`config.mk`:
```
export PLATFORM = sky130hd
export DESIGN_NAME = if_stage
export DESIGN_NICKNAME = d
export VERILOG_FILES = /design/src/rtl/if_stage_pkg.sv /design/src/rtl/if_stage_if_id_register.sv /design/src/rtl/if_stage.sv
export SDC_FILE = /design/constraint.sdc
export NUM_CORES = 1
export LEC_CHECK = 0
export CAP_MARGIN = 20
export CORE_MARGIN = 5
export CORE_UTILIZATION = 48
export CTS_BUF_LIST = sky130_fd_sc_hd__clkbuf_4
export CTS_CLUSTER_DIAMETER = 150
export DETAILED_ROUTE_END_ITERATION = 7
export PLACE_DENSITY = 0.93
export SLEW_MARGIN = 0
export SYNTH_ARGS = -nofsm -noshare
export SYNTH_HDL_FRONTEND = slang
export SYNTH_SLANG_ARGS = --single-unit
export TNS_END_PERCENT = 50
```
`constraint.sdc`:
```
create_clock -name clk -period 5.4 [get_ports clk]
set_clock_uncertainty 0.05 [all_clocks]
set_input_delay 1.35 -clock clk [delete_from_list [all_inputs] [get_ports clk]]
set_output_delay 1.35 -clock clk [all_outputs]
set_load 0.02 [all_outputs]
```
`src/rtl/if_stage_pkg.sv`:
```
// Shared pipeline definitions used by the instruction-fetch stage and its IF/ID register.
package if_stage_pkg;

    localparam logic [31:0] NOP_INSTR         = 32'h0000_0000;
    localparam logic [31:0] HALT_WORD_DEFAULT = 32'hFFFF_FFFF;
    localparam logic [31:0] PC_INCR           = 32'd4;

    typedef enum logic {
        ST_RUN    = 1'b0,
        ST_HALTED = 1'b1
    } fetch_state_e;

endpackage

```
`src/rtl/if_stage_if_id_register.sv`:
```
// IF/ID pipeline latch: bubble wins over hold, hold wins over a normal load.
module if_id_register
    import if_stage_pkg::*;
(
    input  logic        clk,
    input  logic        reset,
    input  logic        hold_i,
    input  logic        bubble_i,
    input  logic [31:0] instr_i,
    input  logic [31:0] pc4_i,
    output logic [31:0] instr_o,
    output logic [31:0] pc4_o,
    output logic        valid_o
);

    logic [31:0] instr_q, instr_d;
    logic [31:0] pc4_q, pc4_d;
    logic        valid_q, valid_d;

    always_comb begin
        instr_d = instr_q;
        pc4_d   = pc4_q;
        valid_d = valid_q;
        if (bubble_i) begin
            instr_d = NOP_INSTR;
            pc4_d   = 32'd0;
            valid_d = 1'b0;
        end else if (!hold_i) begin
            instr_d = instr_i;
            pc4_d   = pc4_i;
            valid_d = 1'b1;
        end
    end

    always_ff @(posedge clk or posedge reset) begin
        if (reset) begin
            instr_q <= NOP_INSTR;
            pc4_q   <= 32'd0;
            valid_q <= 1'b0;
        end else begin
            instr_q <= instr_d;
            pc4_q   <= pc4_d;
            valid_q <= valid_d;
        end
    end

    assign instr_o = instr_q;
    assign pc4_o   = pc4_q;
    assign valid_o = valid_q;

endmodule

```
`src/rtl/if_stage.sv`:
```
// MIPS instruction-fetch stage: PC, RUN/HALTED fetch FSM, fetch counter and IF/ID register.
module if_stage
    import if_stage_pkg::*;
#(
    parameter logic [31:0] RESET_PC  = 32'h0000_0000,
    parameter logic [31:0] HALT_WORD = HALT_WORD_DEFAULT
) (
    input  logic        clk,
    input  logic        reset,
    input  logic        i_stall,
    input  logic        i_flush,
    input  logic        i_redirect,
    input  logic [31:0] i_redirect_target,
    output logic [31:0] o_imem_addr,
    input  logic [31:0] i_imem_data,
    output logic [31:0] o_if_id_instr,
    output logic [31:0] o_if_id_pc4,
    output logic        o_if_id_valid,
    output logic        o_halted,
    output logic [31:0] o_fetch_count
);

    fetch_state_e state_q, state_d;
    logic [31:0]  pc_q, pc_d;
    logic [31:0]  count_q, count_d;
    logic [31:0]  pc_plus4;
    logic         ifid_hold;
    logic         ifid_bubble;

    assign pc_plus4 = pc_q + PC_INCR;

    always_comb begin
        state_d     = state_q;
        pc_d        = pc_q;
        ifid_hold   = 1'b0;
        ifid_bubble = 1'b0;
        unique case (state_q)
            ST_RUN: begin
                if (i_redirect) begin
                    // No delay slot: the word fetched alongside the redirect is squashed.
                    pc_d        = i_redirect_target & ~32'h3;
                    ifid_bubble = 1'b1;
                end else if (i_stall) begin
                    ifid_hold   = 1'b1;
                    ifid_bubble = i_flush;
                end else if (i_flush) begin
                    ifid_bubble = 1'b1;
                    pc_d        = pc_plus4;
                end else if (i_imem_data == HALT_WORD) begin
                    state_d = ST_HALTED;
                end else begin
                    pc_d = pc_plus4;
                end
            end
            ST_HALTED: begin
                ifid_bubble = 1'b1;
            end
            default: begin
                state_d = ST_RUN;
            end
        endcase
        count_d = (ifid_bubble || ifid_hold) ? count_q : count_q + 32'd1;
    end

    always_ff @(posedge clk or posedge reset) begin
        if (reset) begin
            state_q <= ST_RUN;
            pc_q    <= RESET_PC;
            count_q <= 32'd0;
        end else begin
            state_q <= state_d;
            pc_q    <= pc_d;
            count_q <= count_d;
        end
    end

    if_id_register u_if_id (
        .clk      (clk),
        .reset    (reset),
        .hold_i   (ifid_hold),
        .bubble_i (ifid_bubble),
        .instr_i  (i_imem_data),
        .pc4_i    (pc_plus4),
        .instr_o  (o_if_id_instr),
        .pc4_o    (o_if_id_pc4),
        .valid_o  (o_if_id_valid)
    );

    assign o_imem_addr   = pc_q;
    assign o_halted      = (state_q == ST_HALTED);
    assign o_fetch_count = count_q;

endmodule

```
=== After elaboration in Yosys (flattened, before gate mapping) ===
Index checks and enable logic that the tools add are counted.

* Input bits: 69
* Logic and storage cells: 37
* RAM bits: 0
* Latch bits: 0
* Memories kept: 0
* Register bits: 130
* ROM bits: 0

* Multipliers: 0
* Reductions and logical operators: 2
* Multiplexer cells: 22
* Divide/modulo/power cells: 0
* $add $sub $neg: 2
* Shifts and indexed selects: 0
* Bitwise logic cells: 1
* Order comparisons: 0
* Equal/unequal tests: 4

{| class="wikitable"
|+ Operators by type and width
! operator !! number
|-
| 32-bit two-way mux || 8
|-
| 32-bit by 1-bit adder with 32-bit output, second input constant || 1
|-
| 32-bit by 3-bit adder with 32-bit output, second input constant || 1
|-
| 32-bit == test, second input constant || 1
|-
| 1-bit two-way mux || 13
|-
| 3-bit != test, second input constant || 1
|-
| 3-bit AND reduction || 1
|-
| 2-bit by 1-bit != test with 1-bit output, second input constant || 1
|-
| 2-bit != test, second input constant || 1
|-
| 1-bit case mux with 2 select lines || 1
|-
| 1-bit logical OR || 1
|-
| 1-bit inverter || 1
|}

=== Longest topological paths before layout ===
Gate-level depths: netlist (run 1).

* Depth in word-level cells: 6
* Gate-level depth with buffers: 7

=== Hierarchy ===
A second synthesis (run 1) with hierarchy kept.

* Cell total of the unflattened synthesis: 627
* Area, all modules: 6473.7 µm²

{| class="wikitable"
|+ Modules (own cells, without submodules)
! module !! sequential area each (µm²) !! area an instance (µm²) !! times used !! cells an instance
|-
| if_stage || 1576.5 || 3832.4 || 1 || 417
|-
| if_id_register || 1626.6 || 2641.3 || 1 || 210
|}

=== Worst setup path after synthesis (run 1) ===
OpenSTA, ideal clock, no wires.

* Kind: in2reg
* Start point: input i_redirect
* End point: register count_q[22], in the netlist o_fetch_count[22]
* Path buffers: 1
* Setup slack: 2.564 ns
* Data arrival time: 2.657 ns
* Stages on the path: 6
* Cells stage by stage: buf_2 nor4_4 nand4_1 nor2_1 nand4_1 xnor2_1

* Word-level cells in the longest chain between the ends: 3

{| class="wikitable"
|+ RTL lines
! element !! line !! source
|-
| start: declaration || if_stage.sv:12 || <nowiki>input logic i_redirect,</nowiki>
|-
| 1-bit two-way mux || if_stage.sv:39 || <nowiki>if (i_redirect) begin</nowiki>
|-
| 1-bit case mux with 2 select lines / 1-bit two-way mux (equally long branches) || if_stage.sv:37 || <nowiki>unique case (state_q)</nowiki>
|-
| 1-bit logical OR * || if_stage.sv:62 || <nowiki>count_d = (ifid_bubble || ifid_hold) ? count_q : count_q + 32'd1;</nowiki>
|-
| end signal: assignment || if_stage.sv:73 || <nowiki>count_q <= count_d;</nowiki>
|-
| end: declaration || if_stage.sv:25 || <nowiki>logic [31:0] count_q, count_d;</nowiki>
|}

Mark *: on every way between the ends. The rest lies on a longest branch, timed or not.
A chain may end at the register's enable or synchronous reset.

=== Worst setup path after layout (run 1) ===
* Start point: input i_redirect
* End point: register pc_q[11], in the netlist o_imem_addr[11]

* Word-level cells in the longest chain between the ends: 2

{| class="wikitable"
|+ RTL lines
! element !! line !! source
|-
| 3-bit != test (no source line) / 2-bit by 1-bit != test with 1-bit output (equally long branches) || -- ||
|-
| 3-bit AND reduction (no source line) || -- ||
|-
| end signal: assignment || if_stage.sv:72 || <nowiki>pc_q <= pc_d;</nowiki>
|-
| end: declaration || if_stage.sv:24 || <nowiki>logic [31:0] pc_q, pc_d;</nowiki>
|}

Parallel ways exist; a longest one is shown, timed or not.

==> results of run 1 <==
[cell families (layout without fill, tap and decap cells)]
logic type | Yosys count | in the layout | synth area share
compound gates | 165 | 165 | 0.1765
xor+xnor | 59 | 59 | 0.08360
fa+ha+maj | 2 | 2 | 0.004048
buf+inv | 57 | 244 | 0.03988
flops | 126 | 126 | 0.5101
mux | 2 | 2 | 0.003239
other cells | 1 | 5 | 0.0006067
simple gates | 210 | 210 | 0.1820
[where the power goes]
part | total, W | leakage [nW] | internal [W] | switching (W)
Combinational | 0.000504 | 1.64 | 0.000244 | 0.000261
Sequential | 0.00110 | 1.66 | 0.00100 | 0.0000981
Clock | 0.000707 | 0.155 | 0.000356 | 0.000351
Total | 0.00231 | 3.46 | 0.00160 | 0.000709
[per-stage QoR]
stage | setup WS (ns) | util | std cells | instance area (µm²) | hold slack, ns
after floorplan | 0.6441 | - | 625 | 6192 | 0.5323
after global placement | 1.265 | 0.6510 | 949 | 8215 | 0.4086
after detailed placement | 1.230 | 0.6510 | 949 | 8215 | 0.4217
after CTS | 1.813 | 0.6751 | 981 | 8519 | 0.4459
after global routing | 1.623 | 0.6789 | 985 | 8567 | 0.4545
final | 1.787 | 0.6789 | 985 | 8567 | 0.4424
[routing by layer]
metal / global-route usage / wire length, µm / share of wire
met1: 0.3236 / 7808 / 0.42
met2: 0.4057 / 9156 / 0.49
met5: 0 / 0 / 0
met3: 0.06679 / 1397 / 0.074
met4: 0.08997 / 418 / 0.022
[sequential cells by signal (all words and copies together), names as in the netlist]
name	count
u_if_id.valid_o	1
o_fetch_count	32
u_if_id.instr_o	32
u_if_id.pc4_o	30
o_imem_addr	30
o_halted	1
[synthesized netlist by cell type, types with 4 or more instances]
cell	number	area share
a21oi_1	33	0.027
buf_4	4	0.0049
a22o_1	34	0.048
o21ai_0	12	0.0097
a31oi_1	4	0.0040
and2_1	6	0.0061
inv_1	8	0.0049
dfrtp_1	126	0.51
a21o_1	5	0.0061
buf_2	14	0.011
o31ai_1	5	0.0061
nand2_1	60	0.036
nand3_1	30	0.024
and4_1	4	0.0057
o22ai_1	32	0.032
xnor2_1	38	0.054
o21ai_1	21	0.017
nor4_1	7	0.0071
clkbuf_1	27	0.016
nor3_1	14	0.011
a31o_2	5	0.0071
nor2_1	21	0.013
and3_1	8	0.0081
xor2_1	21	0.030
o21bai_1	4	0.0049
nand4_1	44	0.045
[worst reg2reg max path, delay by kind of cell (launching register included)]
kind / cells / cell delay [ns]
AND/OR/NAND/NOR: 5 / 1.96
flip-flops: 1 / 0.51
adder cells (fa/ha/maj): 1 / 0.31
[area by class of cell]
cell class              count  area [µm²]  share of cell area
diodes                      1       2.502           0.0002921
clock buffers              17       127.6             0.01490
inverters                  10       40.04            0.004674
multi-input cells         442        2820              0.3292
flip-flops and latches    126        3153              0.3680
repair buffers            202        2032              0.2372
well taps                 172       215.2             0.02512
clock inverters            15       176.4             0.02059
[worst paths after layout]
| kind | startpoint | to | slack (ns) | cells past startpoint |
|---|---|---|---|---|
| max | i_redirect | o_imem_addr[11]$_DFFE_PP0P_ | 1.79 | 8 |
| min | u_if_id.pc4_o[26]$_DFFE_PP0P_ | u_if_id.pc4_o[26]$_DFFE_PP0P_ | 0.44 | 2 |
| max reg2reg | o_imem_addr[2]$_DFFE_PP0P_ | o_imem_addr[24]$_DFFE_PP0P_ | 2.51 | 6 |
| min reg2reg | u_if_id.pc4_o[26]$_DFFE_PP0P_ | u_if_id.pc4_o[26]$_DFFE_PP0P_ | 0.44 | 2 |
| max in group asynchronous | reset | o_imem_addr[5]$_DFFE_PP0P_ | 3.26 | 3 |
| min in group asynchronous | reset | o_fetch_count[13]$_DFFE_PP0N_ | 1.23 | 2 |
==> impl_metrics.env, run 1 <==
export IMPL_area_delta_synth_final_pct=38.60
export IMPL_place_congestion=0.8916
export IMPL_die_width_um=123.5
export IMPL_antenna_found_initial=1
export IMPL_yosysSeqAreaShare=0.5101
export IMPL_ys_ff_latch=126
export IMPL_fillCellCount=966
export IMPL_core_area_mm2=0.01262
export IMPL_htree_levels=4
export IMPL_grt_setup_unrepaired="false"
export IMPL_ctsResizeCount=0
export IMPL_cts_setup_buffers=0
export IMPL_worst_hold_path_type="flop to flop"
export IMPL_tritoncts="built"
export IMPL_fp_dieH_um=123.5
export IMPL_ys_flop_type="dfrtp_1"
export IMPL_slowest_stage="a31oi_2"
export IMPL_mostFrequentLayoutCells="clkdlybuf4s50_1 (192), dfrtp_1 (126), nand2_1 (60), nand4_1 (44), xnor2_1 (38)"
export IMPL_critPathBufInv=4
export IMPL_dpl_hpwl_mm=13.21
export IMPL_drive_gt1_frac=0.06897
export IMPL_path_delay_family="buffers and inverters"
export IMPL_rows=41
export IMPL_cts_sinks=126
export IMPL_ir_drop_mv=0.1780
export IMPL_die_area_mm2=0.01525
export IMPL_cts_hold_buf=0
export IMPL_worstSetupEndpointType="flop"
export IMPL_port_buffers=192
export IMPL_setup_viol=0
export IMPL_period_minus_slack_ns=3.613
export IMPL_pwr_density_cell_mw_per_mm2=270.1
export IMPL_synth_edf_count=0
export IMPL_cts_made_buffers=17
export IMPL_hold_viol=0
export IMPL_netlist_instances=622
export IMPL_gr_total_overflow=0
export IMPL_fmax_mhz=276.7
export IMPL_cts_root_buf="clkbuf_4"
export IMPL_layout_commonest_cell="clkdlybuf4s50_1"
export IMPL_route_detailed_drc=0
export IMPL_critPathKind="input pin to flop"
export IMPL_drv_cap=0
export IMPL_ys_warn_count=0
export IMPL_insertion_delay_ns=0.55
export IMPL_synthDistinctLibCells=52
export IMPL_syn_area_mm2=0.006181
export IMPL_period_share=0.6692
export IMPL_start_util=0.4898
export IMPL_io_pins=199
export IMPL_nets=870
export IMPL_wl_per_cell_um=19.07
export IMPL_drt_vias_per_instance=5.854
export IMPL_worstPathRequired_ns=5.81
export IMPL_leakage_nw=3.461
export IMPL_crit_path_frequent_cell="buf_4"
export IMPL_track_usage=0.2502
export IMPL_tightest_slew_ns=1.045
export IMPL_grt_max_degree=70
export IMPL_max_stage_delay_ns=0.63
export IMPL_start_kind="input pin"
export IMPL_finalSetupTns_ns=0
export IMPL_critPathMaxFanout=27
export IMPL_grt_pass1_vias=5618
export IMPL_relSlewSlack=0.3004
export IMPL_via_count=5766
export IMPL_power_total_w=0.002314
export IMPL_drt_iter0_drc=469
export IMPL_syn_area_per_cell_um2=9.937
export IMPL_drt_pass1_iterations=5
export IMPL_ant_nets=0
export IMPL_worstPathCellList="clkdlybuf4s50_1 -> buf_4 -> inv_2 -> a21o_1 -> a31oi_2 -> buf_4 -> a21oi_1 -> a311oi_1"
export IMPL_synth_async_sr_flop_share=1.000
export IMPL_clkTransAtPathRegs_ns=0.11
export IMPL_finalMaxSlewViolations=0
export IMPL_status="complete, no violations"
export IMPL_grt_pass1_wl_mm=29.54
export IMPL_critPathArrivalTime_ns=4.02
export IMPL_clk_path_buf_depth=2
export IMPL_totalWireLength_mm=18.78
No activity file was read; power rests on OpenSTA's default activity.
==> run 2, diff against run 1 <==
==> constraint.sdc (replaced) <==
create_clock -name clk -period 3.6 [get_ports clk]
set_clock_uncertainty 0.05 [all_clocks]
set_input_delay 0.9 -clock clk [delete_from_list [all_inputs] [get_ports clk]]
set_output_delay 0.9 -clock clk [all_outputs]
set_load 0.02 [all_outputs]
==> impl_metrics.env, run 2 (synthesized netlist as in run 1, its figures left out) <==
export IMPL_cts_root_buf="clkbuf_4"
export IMPL_cts_sinks=126
export IMPL_drv_cap=0
export IMPL_ant_nets=0
export IMPL_worstPathRequired_ns=2.65
export IMPL_cts_made_buffers=17
export IMPL_drt_iter0_drc=632
export IMPL_internal_power_w=0.002441
export IMPL_ctsResizeCount=0
export IMPL_antenna_found_initial=1
export IMPL_worstRegToRegCells=5
export IMPL_ir_drop_mv=0.2611
export IMPL_io_pins=199
export IMPL_hold_depth=2
export IMPL_critPathBufInv=1
export IMPL_worst_hold_path_type="flop to flop"
export IMPL_pwr_density_cell_mw_per_mm2=404.9
export IMPL_port_buffers=192
export IMPL_dpl_hpwl_mm=13.29
export IMPL_max_stage_delay_ns=0.72
export IMPL_core_area_mm2=0.01262
export IMPL_period_minus_slack_ns=2.803
export IMPL_grt_setup_unrepaired="false"
export IMPL_clkTransAtPathRegs_ns=0.10
export IMPL_drt_vias_per_instance=5.867
export IMPL_fillCellCount=971
export IMPL_status="complete, no violations"
export IMPL_tightest_slew_ns=1.001
export IMPL_path_delay_family="buffers and inverters"
export IMPL_fp_dieH_um=123.5
export IMPL_htree_levels=4
export IMPL_cts_setup_buffers=0
export IMPL_reg2reg_from="o_imem_addr[10]$_DFFE_PP0P_"
export IMPL_place_congestion=0.8738
export IMPL_grt_pass1_vias=5720
export IMPL_insertion_delay_ns=0.53
export IMPL_drive_gt1_frac=0.07589
export IMPL_nets=876
export IMPL_hold_end="u_if_id.pc4_o[31]$_DFFE_PP0P_"
export IMPL_hold_viol=0
export IMPL_critPathMaxFanout=10
export IMPL_clkPwrFrac=0.307
export IMPL_drt_pass1_iterations=5
export IMPL_clk_path_buf_depth=2
export IMPL_grt_pass1_wl_mm=29.55
export IMPL_via_count=5808
export IMPL_period_share=0.7787
export IMPL_start_kind="flop"
export IMPL_mostFrequentLayoutCells="clkdlybuf4s50_1 (192), dfrtp_1 (126), nand2_1 (60), nand4_1 (44), xnor2_1 (38)"
export IMPL_area_delta_synth_final_pct=39.11
export IMPL_reg2reg_slack_ns=1.00
export IMPL_rows=41
export IMPL_leakage_nw=3.492
export IMPL_p_sw_frac=0.2988
export IMPL_critPathKind="flop to primary output"
export IMPL_min_delay_start="u_if_id.pc4_o[31]$_DFFE_PP0P_"
export IMPL_track_usage=0.2514
export IMPL_worstSetupEndpointType="primary output"
export IMPL_die_width_um=123.5
export IMPL_slowest_stage="clkdlybuf4s50_1"
export IMPL_totalWireLength_mm=18.94
export IMPL_wl_per_cell_um=19.13
export IMPL_layout_commonest_cell="clkdlybuf4s50_1"
export IMPL_route_detailed_drc=0
export IMPL_seqPwrFrac=0.476
export IMPL_start_util=0.4898
export IMPL_hold_ws_ns=0.4378
export IMPL_gr_total_overflow=0
export IMPL_cts_hold_buf=0
export IMPL_timing_rr_end="o_imem_addr[20]$_DFFE_PP0P_"
export IMPL_die_area_mm2=0.01525
export IMPL_critPathArrivalTime_ns=1.85
export IMPL_finalSetupTns_ns=0
export IMPL_switchingPower_w=0.001040
export IMPL_tritoncts="built"
export IMPL_worstPathCellList="clkdlybuf4s50_1"
export IMPL_combPwrFrac=0.217
export IMPL_setup_viol=0
export IMPL_grt_max_degree=127
export IMPL_fmax_mhz=356.7
export IMPL_finalMaxSlewViolations=0
export IMPL_relSlewSlack=0.3325
-- run 2: how the worst max path moves through the flow --
| stage | startpoint | to | cells past startpoint |
|---|---|---|---|
| after floorplan | reset | o_fetch_count[0]$_DFFE_PP0N_ | 1 |
| after detailed placement | i_redirect | o_imem_addr[24]$_DFFE_PP0P_ | 6 |
| after CTS | o_halted$_DFF_PP0_ | o_halted | 1 |
| after global placement | i_redirect | o_imem_addr[24]$_DFFE_PP0P_ | 6 |
| after global routing | o_halted$_DFF_PP0_ | o_halted | 1 |
| final | o_halted$_DFF_PP0_ | o_halted | 1 |
-- run 2: power groups by stage --
stage	sequential (W)	combinational, W	clock [W]
5_1_grt	0.00167	0.000814	0.00116
4_1_cts	0.00165	0.000762	0.00109
6_report	0.00166	0.000757	0.00107
3_5_place_dp	0.00168	0.000758	0
3_3_place_gp	0.00167	0.000741	0
2_1_floorplan	0.00174	0.000315	0
-- run 2: final cells by class --
| cell class | instances | area, µm² | share of cell area |
|---|---|---|---|
| Timing Repair Buffer | 208 | 2054 | 0.2389 |
| Multi-Input combinational cell | 442 | 2829 | 0.3290 |
| Clock inverter | 10 | 145.1 | 0.01688 |
| Inverter | 10 | 41.29 | 0.004802 |
| Antenna cell | 1 | 2.502 | 0.0002910 |
| Clock buffer | 21 | 157.7 | 0.01834 |
| Sequential cell | 126 | 3153 | 0.3667 |
| Tap cell | 172 | 215.2 | 0.02503 |
-- run 2: routing by layer --
| layer | vias up | share of wire | GRT usage |
|---|---|---|---|
| met4 | 0 | 0.028 | 0.1059 |
| met5 | - | 0 | 0 |
| li1 | 2683 | - | - |
| met2 | 254 | 0.50 | 0.4081 |
| met3 | 49 | 0.072 | 0.05947 |
| met1 | 2822 | 0.40 | 0.3228 |
-- run 2: stage by stage --
stage	power (W)	instances	cell area, µm²	util	setup slack (ns)
global route	0.003643	990	8598	0.6813	0.6764
global placement	0.002415	958	8293	0.6571	0.2771
floorplan	0.002055	625	6196	-	1.097
detailed placement	0.002437	958	8293	0.6571	0.2726
CTS	0.003501	989	8596	0.6811	0.7321
finish	0.003481	990	8598	0.6813	0.7966
==> run 3, diff against run 2 <==
==> constraint.sdc (replaced) <==
create_clock -name clk -period 2.6 [get_ports clk]
set_clock_uncertainty 0.05 [all_clocks]
set_input_delay 0.65 -clock clk [delete_from_list [all_inputs] [get_ports clk]]
set_output_delay 0.65 -clock clk [all_outputs]
set_load 0.02 [all_outputs]
==> impl_metrics.env, run 3 (synthesized netlist as in run 1, its figures left out) <==
export IMPL_min_delay_start="u_if_id.pc4_o[24]$_DFFE_PP0P_"
export IMPL_critPathMaxFanout=9
export IMPL_slowest_stage="clkdlybuf4s50_1"
export IMPL_drv_cap=0
export IMPL_start_kind="flop"
export IMPL_use_met1=0.3247
export IMPL_finalMaxSlewViolations=0
export IMPL_cts_setup_buffers=0
export IMPL_relSlewSlack=0.5557
export IMPL_pwr_density_cell_mw_per_mm2=553.1
export IMPL_fp_dieH_um=123.5
export IMPL_gr_total_overflow=0
export IMPL_cts_root_buf="clkbuf_4"
export IMPL_worst_hold_path_type="flop to flop"
export IMPL_start_util=0.4898
export IMPL_power_total_w=0.004887
export IMPL_grt_pass1_vias=5833
export IMPL_max_stage_delay_ns=0.68
export IMPL_tightest_slew_ns=0.6613
export IMPL_grt_max_degree=71
export IMPL_ant_nets=0
export IMPL_critPathKind="flop to primary output"
export IMPL_timing_rr_end="o_imem_addr[24]$_DFFE_PP0P_"
export IMPL_cts_sinks=126
export IMPL_nets=893
export IMPL_period_minus_slack_ns=2.512
export IMPL_core_area_mm2=0.01262
export IMPL_finalSetupTns_ns=0
export IMPL_drive_gt1_frac=0.1018
export IMPL_place_congestion=0.8955
export IMPL_ir_drop_mv=0.3647
export IMPL_io_pins=199
export IMPL_route_detailed_drc=0
export IMPL_worstPathCellList="clkdlybuf4s50_1"
export IMPL_reg2reg_slack_ns=0.32
export IMPL_status="complete, no violations"
export IMPL_port_buffers=192
export IMPL_reg2reg_from="o_imem_addr[2]$_DFFE_PP0P_"
export IMPL_drt_iter0_drc=544
export IMPL_area_delta_synth_final_pct=42.94
export IMPL_drt_pass1_iterations=5
export IMPL_totalWireLength_mm=19.14
export IMPL_crit_start="o_imem_addr[23]$_DFFE_PP0P_"
export IMPL_layout_commonest_cell="clkdlybuf4s50_1"
export IMPL_worstPathRequired_ns=1.90
export IMPL_mostFrequentLayoutCells="clkdlybuf4s50_1 (192), dfrtp_1 (124), nand2_1 (60), nand4_1 (44), xnor2_1 (38)"
export IMPL_path_delay_family="buffers and inverters"
export IMPL_grt_setup_unrepaired="false"
export IMPL_htree_levels=4
export IMPL_tritoncts="built"
export IMPL_dpl_hpwl_mm=13.72
export IMPL_die_width_um=123.5
export IMPL_use_met2=0.4315
export IMPL_busiest_layer="met2"
export IMPL_cts_made_buffers=17
export IMPL_leakage_nw=3.606
export IMPL_grt_pass1_wl_mm=30.30
export IMPL_cts_hold_buf=0
export IMPL_wl_per_cell_um=18.99
export IMPL_rows=41
export IMPL_period_share=0.9660
export IMPL_drt_vias_per_instance=5.888
export IMPL_clk_path_buf_depth=2
export IMPL_worstSetupEndpointType="primary output"
export IMPL_hold_viol=0
export IMPL_setup_viol=0
export IMPL_track_usage=0.2575
export IMPL_die_area_mm2=0.01525
export IMPL_fmax_mhz=398.2
export IMPL_gr_usage_met3=0.05032
export IMPL_critPathBufInv=1
export IMPL_antenna_found_initial=1
export IMPL_critical_path_endpoint="o_imem_addr[23]"
export IMPL_clkTransAtPathRegs_ns=0.11
export IMPL_worstRegToRegCells=7
export IMPL_via_count=5935
export IMPL_path_depth=1
export IMPL_critPathArrivalTime_ns=1.81
export IMPL_insertion_delay_ns=0.54
## run 3: changes by cell type in the layout (fill, tap and decap cells not counted)
cell	change
clkinv_2	+2
buf_4	+10
clkbuf_4	-4
inv_6	+2
clkinvlp_4	+2
buf_12	+7
clkinv_1	-3
dfrtp_2	+2
dfrtp_1	-2
clkinv_4	+2
## run 3: report_power, final
group          leakage, nW  total [W]  switching (W)  internal (W)
Combinational         1.78    0.00108       0.000552      0.000530
Sequential            1.66    0.00229       0.000203       0.00209
Clock                0.170    0.00152       0.000755      0.000760
Total                 3.61    0.00489        0.00151       0.00338
## run 3: through the flow
stage,util,hold WS [ns],setup WS [ns],cells,cell area [µm²]
2_1_floorplan,-,0.5323,0.3467,625,6196
3_3_place_gp,0.6742,0.4079,-0.005225,975,8508
3_5_place_dp,0.6742,0.4203,-0.04100,975,8508
4_1_cts,0.6998,0.4456,0.04876,1007,8831
5_1_grt,0.7001,0.4601,0.01667,1008,8835
6_report,0.7001,0.4404,0.08849,1008,8835
## run 3: how the worst min path moves through the flow
stage                                               end  slack, ns  cells past startpoint
after floorplan           o_fetch_count[31]$_DFFE_PP0N_       0.53                      1
after CTS                 u_if_id.pc4_o[31]$_DFFE_PP0P_       0.45                      2
after global placement    o_fetch_count[31]$_DFFE_PP0N_       0.41                      1
after detailed placement  u_if_id.pc4_o[31]$_DFFE_PP0P_       0.42                      2
final                     u_if_id.pc4_o[24]$_DFFE_PP0P_       0.44                      2
after global routing      u_if_id.pc4_o[31]$_DFFE_PP0P_       0.46                      2
## run 3: routing by layer
| layer | share of wire | up-vias |
|---|---|---|
| li1 | - | 2709 |
| met1 | 0.40 | 2898 |
| met2 | 0.50 | 275 |
| met3 | 0.069 | 53 |
| met4 | 0.030 | 0 |
| met5 | 0 | - |
## run 3: layout make-up
class	instances	area (µm²)
Fill cell	939	3785
Sequential cell	126	3156
Multi-Input combinational cell	442	2829
Timing Repair Buffer	225	2270
Tap cell	172	215.2
Clock inverter	15	193.9
Clock buffer	17	127.6
Inverter	10	41.29
Antenna cell	1	2.502
## run 3: repair_timing
action,CTS,global route
gates resized for setup,1,1
setup endpoints to repair,1,1
endpoints found under the hold margin,0,0
